[src/rtl/dram_port_arbiter.sv]
// Single data-memory port shared by the core (cpu_*) and the image loader (ext_*).
// Define DRAM_ARB_RR_EN for round-robin; default is ext-priority with a MAX_BURST fairness cap.
module dram_port_arbiter #(
   parameter int unsigned ADDR_W    = 19,
   parameter int unsigned DATA_W    = 8,
   parameter int unsigned MAX_BURST = 16,
   parameter logic [1:0]  WR_CODE   = 2'b10
) (
   input  logic              clk,
   input  logic              rst,
   input  logic              cpu_req,
   input  logic              cpu_we,
   input  logic [ADDR_W-1:0] cpu_addr,
   input  logic [DATA_W-1:0] cpu_wdata,
   output logic              cpu_gnt,
   output logic              cpu_rvalid,
   output logic [DATA_W-1:0] cpu_rdata,
   input  logic              ext_req,
   input  logic              ext_we,
   input  logic [ADDR_W-1:0] ext_addr,
   input  logic [DATA_W-1:0] ext_wdata,
   output logic              ext_gnt,
   output logic              ext_rvalid,
   output logic [DATA_W-1:0] ext_rdata,
   output logic [ADDR_W-1:0] mem_addr,
   output logic [DATA_W-1:0] mem_wdata,
   output logic [1:0]        mem_write,
   input  logic [DATA_W-1:0] mem_d_out
);

   localparam logic [1:0] IDLE    = 2'd0;
   localparam logic [1:0] OWN_CPU = 2'd1;
   localparam logic [1:0] OWN_EXT = 2'd2;

   logic [1:0] state;
   logic       cpu_win;
   logic       ext_win;
   logic       rd_cpu_q;
   logic       rd_ext_q;

`ifdef DRAM_ARB_RR_EN
   // On contention the requester that did not own the port last time wins.
   always_comb begin
      cpu_win = 1'b0;
      ext_win = 1'b0;
      if (!rst) begin
         if (cpu_req && ext_req) begin
            if (state == OWN_CPU)
               ext_win = 1'b1;
            else
               cpu_win = 1'b1;
         end else begin
            cpu_win = cpu_req;
            ext_win = ext_req;
         end
      end
   end
`else
   localparam int unsigned CNT_W = $clog2(MAX_BURST + 1);

   logic [CNT_W-1:0] burst_cnt;
   logic             burst_full;

   assign burst_full = (state == OWN_EXT) && (burst_cnt == CNT_W'(MAX_BURST));

   always_comb begin
      cpu_win = 1'b0;
      ext_win = 1'b0;
      if (!rst) begin
         if (ext_req && !(cpu_req && burst_full))
            ext_win = 1'b1;
         else if (cpu_req)
            cpu_win = 1'b1;
      end
   end

   // Counts ext grants taken while the core is waiting.
   always_ff @(posedge clk) begin
      if (rst)
         burst_cnt <= '0;
      else if (!cpu_req || cpu_win)
         burst_cnt <= '0;
      else if (ext_win && (burst_cnt != CNT_W'(MAX_BURST)))
         burst_cnt <= burst_cnt + CNT_W'(1);
   end
`endif

   assign cpu_gnt   = cpu_win;
   assign ext_gnt   = ext_win;
   assign cpu_rdata = mem_d_out;
   assign ext_rdata = mem_d_out;

   always_ff @(posedge clk) begin
      if (rst) begin
         state      <= IDLE;
         mem_addr   <= '0;
         mem_wdata  <= '0;
         mem_write  <= 2'b00;
         rd_cpu_q   <= 1'b0;
         rd_ext_q   <= 1'b0;
         cpu_rvalid <= 1'b0;
         ext_rvalid <= 1'b0;
      end else begin
         if (cpu_win) begin
            state     <= OWN_CPU;
            mem_addr  <= cpu_addr;
            mem_wdata <= cpu_wdata;
            mem_write <= cpu_we ? WR_CODE : 2'b00;
         end else if (ext_win) begin
            state     <= OWN_EXT;
            mem_addr  <= ext_addr;
            mem_wdata <= ext_wdata;
            mem_write <= ext_we ? WR_CODE : 2'b00;
         end else begin
            state     <= IDLE;
            mem_write <= 2'b00;
         end
         // Read tag travels alongside the memory's own register stage.
         rd_cpu_q   <= cpu_win && !cpu_we;
         rd_ext_q   <= ext_win && !ext_we;
         cpu_rvalid <= rd_cpu_q;
         ext_rvalid <= rd_ext_q;
      end
   end

endmodule

[config.mk]
export PLATFORM = sky130hd
export DESIGN_NAME = dram_port_arbiter
export DESIGN_NICKNAME = d
export VERILOG_FILES = /design/src/rtl/dram_port_arbiter.sv
export SDC_FILE = /design/constraint.sdc
export NUM_CORES = 1
export LEC_CHECK = 0
export CORE_MARGIN = 3
export CORE_UTILIZATION = 33
export CTS_BUF_LIST = sky130_fd_sc_hd__clkbuf_2
export DETAILED_ROUTE_END_ITERATION = 16
export PLACE_DENSITY = 0.89
export SYNTH_ARGS = -nofsm -noshare
export SYNTH_HDL_FRONTEND = slang
export SYNTH_SLANG_ARGS = --single-unit
export TNS_END_PERCENT = 10
[constraint.sdc]
create_clock -name clk -period 1.4 [get_ports clk]
set_input_delay 0.14 -clock clk [delete_from_list [all_inputs] [get_ports clk]]
set_output_delay 0.14 -clock clk [all_outputs]
set_load 0.1 [all_outputs]
==> results.cfg <==
[global_route]
grt_pass1_wl_um = 8150
grt_max_degree = 22
grtUsageTotal_pct = 17.2
antenna_found_initial = 0
overflow = 0
first_global_vias = 1697

[cells_and_area]
finalNetCount = 329
n_antenna_cell = 0
seqCellArea_um2 = 785
fin_util_pct = 65.2
syn_to_final_growth_pct = 86.5
multi_input_area_um2 = 747
num-fill-cells = 382
design_area_um2 = 3160
drive_gt1_share_pct = 30.9

[place]
gp_congestion = 0.728
port_buffers = 91
placed_area_um2 = 3040
hpwlAfterDp_um = 3870

[clock_network]
path_clk_slew_ps = 190
clkSinkCount = 39
numCtsBuffers = 5
cts_tree = yes
clockBufferDepth = 2
cts-root-buf = clkbuf_2
clk_latency_ps = 370
cts_hold_buf = 0
cts_max_level = 2

[timing]
maxSlewViolCount = 0
fmax_mhz = 558
min_period_ps = 1790
period_share_pct = 128
setup_viol = 37
worst_slack_ps = -392
final_hold_viol_count = 0
skew_ps = 10.3
rsz0062_at_grt = true

[pwr]
seqPwrFrac_pct = 44.7
p_leak_nw = 1.27
power_density_nw_per_um2 = 881
power_frac_comb_pct = 39.1
switching_share_pct = 36.5
pwr-share-clk_pct = 16.2
irDropWorstVdd_uv = 496
p_sw_mw = 1.02
power.internal_mw = 1.77

[route]
wire_per_inst_um = 15.7
ant_nets = 0
drt-total-wl_um = 5100
firstDrtPassIters = 4
viasPerCell = 4.92
drt_iter0_drc = 85
drcViolationCount = 0
num_vias = 1604

[synthesis]
avgSynthCellArea_um2 = 10.7
seq_area_frac_synth_pct = 46.1
synthTopCellsByCount = 39 x dfxtp_1, 27 x a221o_1, 27 x and2_1, 17 x buf_4
synth_largest_area_cell = dfxtp_1
ys_warn_count = 0
synth_edf_count = 0
synth.top_cells.by_area = dfxtp_1 46%, a221o_1 16%, and2_1 10%, buf_4 7.5%, buf_6 2.0%
synth.most_common_cell = dfxtp_1
syn_nets = 228
synthCells = 158
synthArstFlopShare_pct = 0
synth.distinct_cells = 29
synthesis.area_um2 = 1700
ys_seq_elements = 39
ys.flop_type = dfxtp_1
synth_top_area_share_pct = 46.1

[critical_path]
worstSetupPathType = register to register
worstPathArrival_ps = 2060
critPathCaptureType = register
worstSetupStartpointType = register
worstPathMaxFanout = 11
critPathRequiredTime_ps = 1670

[worst_hold_path]
hold_path.class = input pin to output port

[run_status]
status = finished with violations
violations = setup timing

[floorplan]
die_h_um = 77.7
core_area_um2 = 4850
pin_count = 117
dieArea_um2 = 6030
start_util_pct = 35.0
rows = 25
die_w_um = 77.7

[job]
drv_cap = 0
==> power by group through the flow <==
stage          logic, mW  registers [mW]  clock network, mW
6_report            1.09            1.25              0.451
5_1_grt             1.12            1.25              0.525
4_1_cts             1.09            1.25              0.472
3_5_place_dp        1.07            1.27                  0
3_3_place_gp        1.06            1.26                  0
2_1_floorplan      0.374            1.66                  0
==> path summary, 6_finish.rpt <==
| check | start | end | slack (ps) | cells after the start |
|---|---|---|---|---|
| worst max-delay path | burst_cnt[1]$_SDFFE_PP0P_ | mem_addr[9]$_SDFFE_PP0P_ | -390 | 8 |
| worst min register to register | rd_ext_q$_SDFF_PP0_ | ext_rvalid$_SDFF_PP0_ | 460 | 1 |
| worst min-delay path | mem_d_out[2] | cpu_rdata[2] | 280 | 0 |
| worst max register to register | burst_cnt[1]$_SDFFE_PP0P_ | mem_addr[9]$_SDFFE_PP0P_ | -390 | 8 |
==> per-layer routing <==
| layer | up-vias | wire length [um] | global-route usage (%) |
|---|---|---|---|
| met4 | 0 | 83 | 5.69 |
| met2 | 63 | 2590 | 28.3 |
| met3 | 10 | 408 | 6.26 |
| li1 | 767 | - | - |
| met1 | 764 | 2020 | 20.5 |
| met5 | - | 0 | 0 |
==> registers in the layout, summed over array words and instances, names as in the netlist <==
name,count
mem_wdata,8
ext_rvalid,1
burst_cnt,5
mem_write,1
mem_addr,19
state,2
rd_cpu_q,1
cpu_rvalid,1
rd_ext_q,1
==> critical path, cell delays in order (launching register included) <==
cell      delay (ps)
dfxtp_2          360
inv_2             70
ha_4             130
and4bb_4         250
a41oi_4          130
buf_4            170
buf_6            110
buf_4            170
a221o_1          300
==> metrics by stage <==
| step | power, mW | setup slack, ps | instances | TNS, ps | hold slack (ps) |
|---|---|---|---|---|---|
| finish | 2.79 | -392 | 326 | -11480 | 280 |
| global route | 2.90 | -483 | 326 | -14030 | 279 |
| CTS | 2.81 | -435 | 324 | -9260 | 281 |
| detailed placement | 2.34 | -337 | 313 | -9580 | 281 |
| global placement | 2.32 | -274 | 313 | -7760 | 281 |
| floorplan | 2.04 | -143 | 158 | -2840 | 212 |
==> repair_timing <==
item | 4_1_cts | 5_1_grt
setup buffers | 4 | 2
resized for setup | 6 | 7
endpoints found under the setup margin | 35 | 37
pin swaps | 5 | 4
==> cell type report <==
type | count | area share, %
sequential | 39 | 24.8
clock inverter | 2 | 0.277
clock buffer | 5 | 0.791
tap | 67 | 2.65
multi-input combinational | 90 | 23.6
inverter | 4 | 0.475
timing repair buffer | 119 | 47.4
==> cell usage in the layout (no fill, tap or decap), types with 2 or more instances in the layout <==
cell type	n
a21oi_1	2
a221o_1	27
and2_1	27
buf_12	35
buf_4	20
buf_6	5
clkbuf_2	5
clkdlybuf4s50_1	59
dfxtp_1	36
dfxtp_2	3
inv_1	2
inv_2	2
nand2_1	2
nand2b_1	2
nand4bb_1	2
nor2_1	2
nor2b_1	3
nor3_1	2
o21ai_0	2
or3_1	3
==> cells by family (layout without fill, tap and decap cells) <==
kind of cell | after synthesis | in the layout | synth area share [%]
buffers and inverters | 29 | 130 | 11.7
and+or+nand+nor | 48 | 48 | 18.4
AOI/OAI and AO/OA | 39 | 39 | 22.1
other | 1 | 1 | 0.221
DFF | 39 | 39 | 46.1
adders and majority gates | 2 | 2 | 1.48
Power figures use the tool's default switching activity.
==> RTL edit 1 (same settings) <==
Reset style: asynchronous (`rst`), changed in 2 clocked blocks.
--- a/src/rtl/dram_port_arbiter.sv
+++ b/src/rtl/dram_port_arbiter.sv
@@ -75,7 +75,7 @@
    end
 
    // Counts ext grants taken while the core is waiting.
-   always_ff @(posedge clk) begin
+   always_ff @(posedge clk or posedge rst) begin
       if (rst)
          burst_cnt <= '0;
       else if (!cpu_req || cpu_win)
@@ -90,7 +90,7 @@
    assign cpu_rdata = mem_d_out;
    assign ext_rdata = mem_d_out;
 
-   always_ff @(posedge clk) begin
+   always_ff @(posedge clk or posedge rst) begin
       if (rst) begin
          state      <= IDLE;
          mem_addr   <= '0;
Function: differs if rst is asserted again (counterexample within 4 cycles, from zero or initial values and one cycle with rst high); with rst held inactive, the same outputs for 10 cycles.
==> RTL edit 1 against the unedited design <==
Power up 47%. Area after synthesis grew 12%. The run still ends with negative setup slack left. Critical path type is now flop to output pin. Maximum frequency shrank 7.9%. Cell count is 17% higher. Wire length increased by 21%. Sequential cell count unchanged. Cell area is 11% higher. Worst setup slack got worse by 0.15 ns. First-iteration DRC count shrank 2.4%.
==> RTL edit 1: results <==
status:
  status: "finished with violations"
  violations: "negative setup slack"
yosys:
  synth_ff_type: "dfrtp_1"
  synth_fa_ha_area_share_pct: 1.322
  synth_common_cells: "nand2_1, dfrtp_1, nor2_1"
  synthMuxAreaShare_pct: 0.5288
  synthXorXnorAreaFrac_pct: 1.851
  async_flop_share_pct: 100.0
  synthTopCellsByArea: "dfrtp_1, nand2_1, a31oi_1, buf_4, nor2_1"
  synth-compound-area-share_pct: 9.848
global_route:
  track_usage_pct: 17.33
  grt_pass1_vias: 1793
  met1_usage_pct: 18.63
  grt_pass1_wl_um: 8749
  met2_usage_pct: 32.07
setup_path:
  cp_max_fo: 2
  reg2reg_setup_slack_ns: -0.34
  critPathLaunch: "burst_cnt[1]$_DFFE_PP0P_"
  r2r_cells: 10
  r2r_end: "mem_addr[10]$_DFFE_PP0P_"
final_layout:
  final_nets: 380
timing:
  setup_violations: 38
  timing.final.ws_setup_ns: -0.5455
placed_design:
  post-dp-hpwl_um: 4186
  gp_congestion: 0.7457
  placed_area_mm2: 0.003207
route:
  dr.first_iter.drc_count: 83
  wl_met2_um: 3380
  wl_per_cell_um: 16.27
  wl_met1_um: 2190
cts:
  path_clk_slew_ns: 0.21
  clk_latency_ns: 0.40
  cts_setup_buffers: 5
power:
  p_leak_uw: 0.001559
-- RTL edit 1: cell types whose count changed after synthesis, sizes merged, moves of 3 or more --
cell	delta
a221o	-27
a31oi	+27
and2	-27
and3	+3
buf	+3
dfrtp	+39
dfxtp	-39
nand2	+53
nor2	+33
nor2b	-3
nor3	-3
or3	-3
xor2	+3
-- RTL edit 1: power by group --
| part | internal (uW) | leakage (uW) | switching (uW) |
|---|---|---|---|
| clock | 489 | 0.0000532 | 391 |
| combinational | 736 | 0.00104 | 1120 |
| sequential | 1240 | 0.000464 | 126 |
-- RTL edit 1: cell type report --
cell class | instances | area (um2) | share of cell area [%]
inverters | 4 | 18.77 | 0.5336
repair buffers | 120 | 1597 | 45.39
clock buffers | 6 | 30.03 | 0.8538
well taps | 70 | 87.58 | 2.490
flip-flops and latches | 39 | 975.9 | 27.75
multi-input cells | 140 | 748.2 | 21.27
clock inverters | 2 | 60.06 | 1.708
==> RTL edit 2 (config.mk and constraints unchanged) <==
Without the edit above. The parameter `MAX_BURST` goes from 16 to 32.
--- a/src/rtl/dram_port_arbiter.sv
+++ b/src/rtl/dram_port_arbiter.sv
@@ -3,7 +3,7 @@
 module dram_port_arbiter #(
    parameter int unsigned ADDR_W    = 19,
    parameter int unsigned DATA_W    = 8,
-   parameter int unsigned MAX_BURST = 16,
+   parameter int unsigned MAX_BURST = 32,
    parameter logic [1:0]  WR_CODE   = 2'b10
 ) (
    input  logic              clk,
Formal check against the unedited RTL: no difference found for any inputs over 10 cycles, from zero or initial values and one cycle with rst high; that may be too few to reach the edited logic, so the function may still have changed.
==> RTL edit 2 against the unedited design <==
Sequential cell count increased by 1. Cell area increased by 14%. Critical path depth decreased by 4. Sequential share of layout area decreased by 2.5 points. Maximum frequency decreased by 6.2%. Clock skew increased by 0.017 ns. Area after synthesis increased by 21%. Wire length increased by 30%. Power increased by 14%. Cell count increased by 25%. The run still ends with negative setup slack left. Worst setup slack got worse by 0.12 ns. Clock power increased by 55%.
==> RTL edit 2: results <==
status:
  status: "finished with violations"
  violations: "negative setup slack"
placed_design:
  placed_area_mm2: 0.003373
  post-dp-hpwl_um: 4847
  gp_congestion: 0.7844
global_route:
  track_usage_pct: 18.34
  grt_max_degree: 26
  grt_pass1_vias: 2182
  grt_antenna_before_repair: 0
  grt_pass1_wl_um: 10700
yosys:
  yosysMostFrequentCell: "nand2_1"
  synthTopCellsByArea: "dfxtp_1, o311ai_1, nand2_1, o211ai_1, buf_4"
  ys_seq_area_share_pct: 39.05
  yosysUniqueCellTypes: 36
  synth.net_count: 306
  synth_common_cells: "nand2_1, dfxtp_1, o211ai_1"
setup_path:
  cp_max_fo: 4
  critPathArrivalTime_ns: 1.77
cts:
  clk_latency_ns: 0.40
power:
  swShare_pct: 36.34
  p_leak_uw: 0.001302
  powerComb_uw: 1200
  seqPwrFrac_pct: 40.1
  ir_drop_uv: 577.6
final_layout:
  reg.largest.list: "mem_addr x19, mem_wdata x8, burst_cnt x6"
  drive_gt1_share_pct: 29.82
  final_nets: 401
route:
  dr.first_iter.drc_count: 121
  wl_per_cell_um: 16.30
  avgViaCountPerCell: 5.285
timing:
  fin_skew_ns: 0.02749
  timing.final.ws_setup_ns: -0.5099
  setup_violations: 39
-- RTL edit 2: cell types whose count changed in the layout (fill, tap and decap cells not counted), moves of 2 or more --
cell / unedited run / this run
a21oi_1: 2 / 6
buf_4: 20 / 27
nor3_4: 0 / 2
nor2b_2: 0 / 2
and2_1: 27 / 0
or3_1: 3 / 1
o211ai_1: 0 / 27
nand2_1: 2 / 58
nand4bb_1: 2 / 0
nor2_1: 2 / 0
a221o_1: 27 / 0
o311ai_1: 0 / 24
o311ai_2: 0 / 3
-- RTL edit 2: logic make-up (layout without fill, tap and decap cells) --
| group | Yosys count | in the layout | synth area share [%] |
|---|---|---|---|
| buf+inv | 42 | 138 | 13.61 |
| simple gates | 80 | 80 | 18.12 |
| flops | 40 | 40 | 39.05 |
| compound gates | 71 | 71 | 27.82 |
| fa+ha+maj | 2 | 2 | 1.220 |
| other cells | 1 | 1 | 0.1829 |
-- RTL edit 2: path summary, 6_finish.rpt --
kind	endpoint	startpoint	cells after the start	slack [ns]
hold reg to reg	ext_rvalid$_SDFF_PP0_	rd_ext_q$_SDFF_PP0_	1	0.47
setup reg to reg	mem_wdata[1]$_SDFFE_PP0P_	burst_cnt[4]$_SDFFE_PP0P_	6	-0.25
setup / recovery	cpu_gnt	burst_cnt[4]$_SDFFE_PP0P_	4	-0.51
hold / removal	cpu_rdata[5]	mem_d_out[5]	0	0.28
-- RTL edit 2: repair_timing --
action / 4_1_cts / 5_1_grt
buffers inserted: 5 / 2
pin swaps: 18 / 12
hold endpoints to repair: 0 / 0
endpoints found under the setup margin: 40 / 39
gates cloned: 0 / 1
resized for setup: 19 / 4
-- RTL edit 2: critical path, cell delays in order (launching register included) --
cell and delay (ns):
dfxtp_2 0.36, or3b_4 0.42, o21a_4 0.25, nor3_4 0.16
buf_12 0.20
-- RTL edit 2: metrics by stage --
step           setup WS [ns]  std cells  TNS [ns]
3_3_place_gp         -0.1879        392    -4.758
4_1_cts              -0.5573        404    -5.602
2_1_floorplan        -0.6706        236    -2.942
5_1_grt              -0.6115        407    -10.05
3_5_place_dp         -0.2290        392    -5.862
6_report             -0.5099        407    -8.141
-- RTL edit 2: final cells by class --
type | count | area (um2)
multi-input combinational | 154 | 1059
tap | 75 | 93.84
clock inverter | 3 | 42.54
inverter | 3 | 11.26
clock buffer | 5 | 25.02
timing repair buffer | 127 | 1575
sequential | 40 | 805.8
fill | 483 | 2344
-- RTL edit 2: metal layers --
metal / track usage (%) / vias to the layer above / routed length [um]
met3: 4.175 / 5 / 426
met5: 0 / - / 0
li1: - / 1043 / -
met4: 3.453 / 0 / 30
met2: 30.68 / 84 / 3223
met1: 24.49 / 1019 / 2954
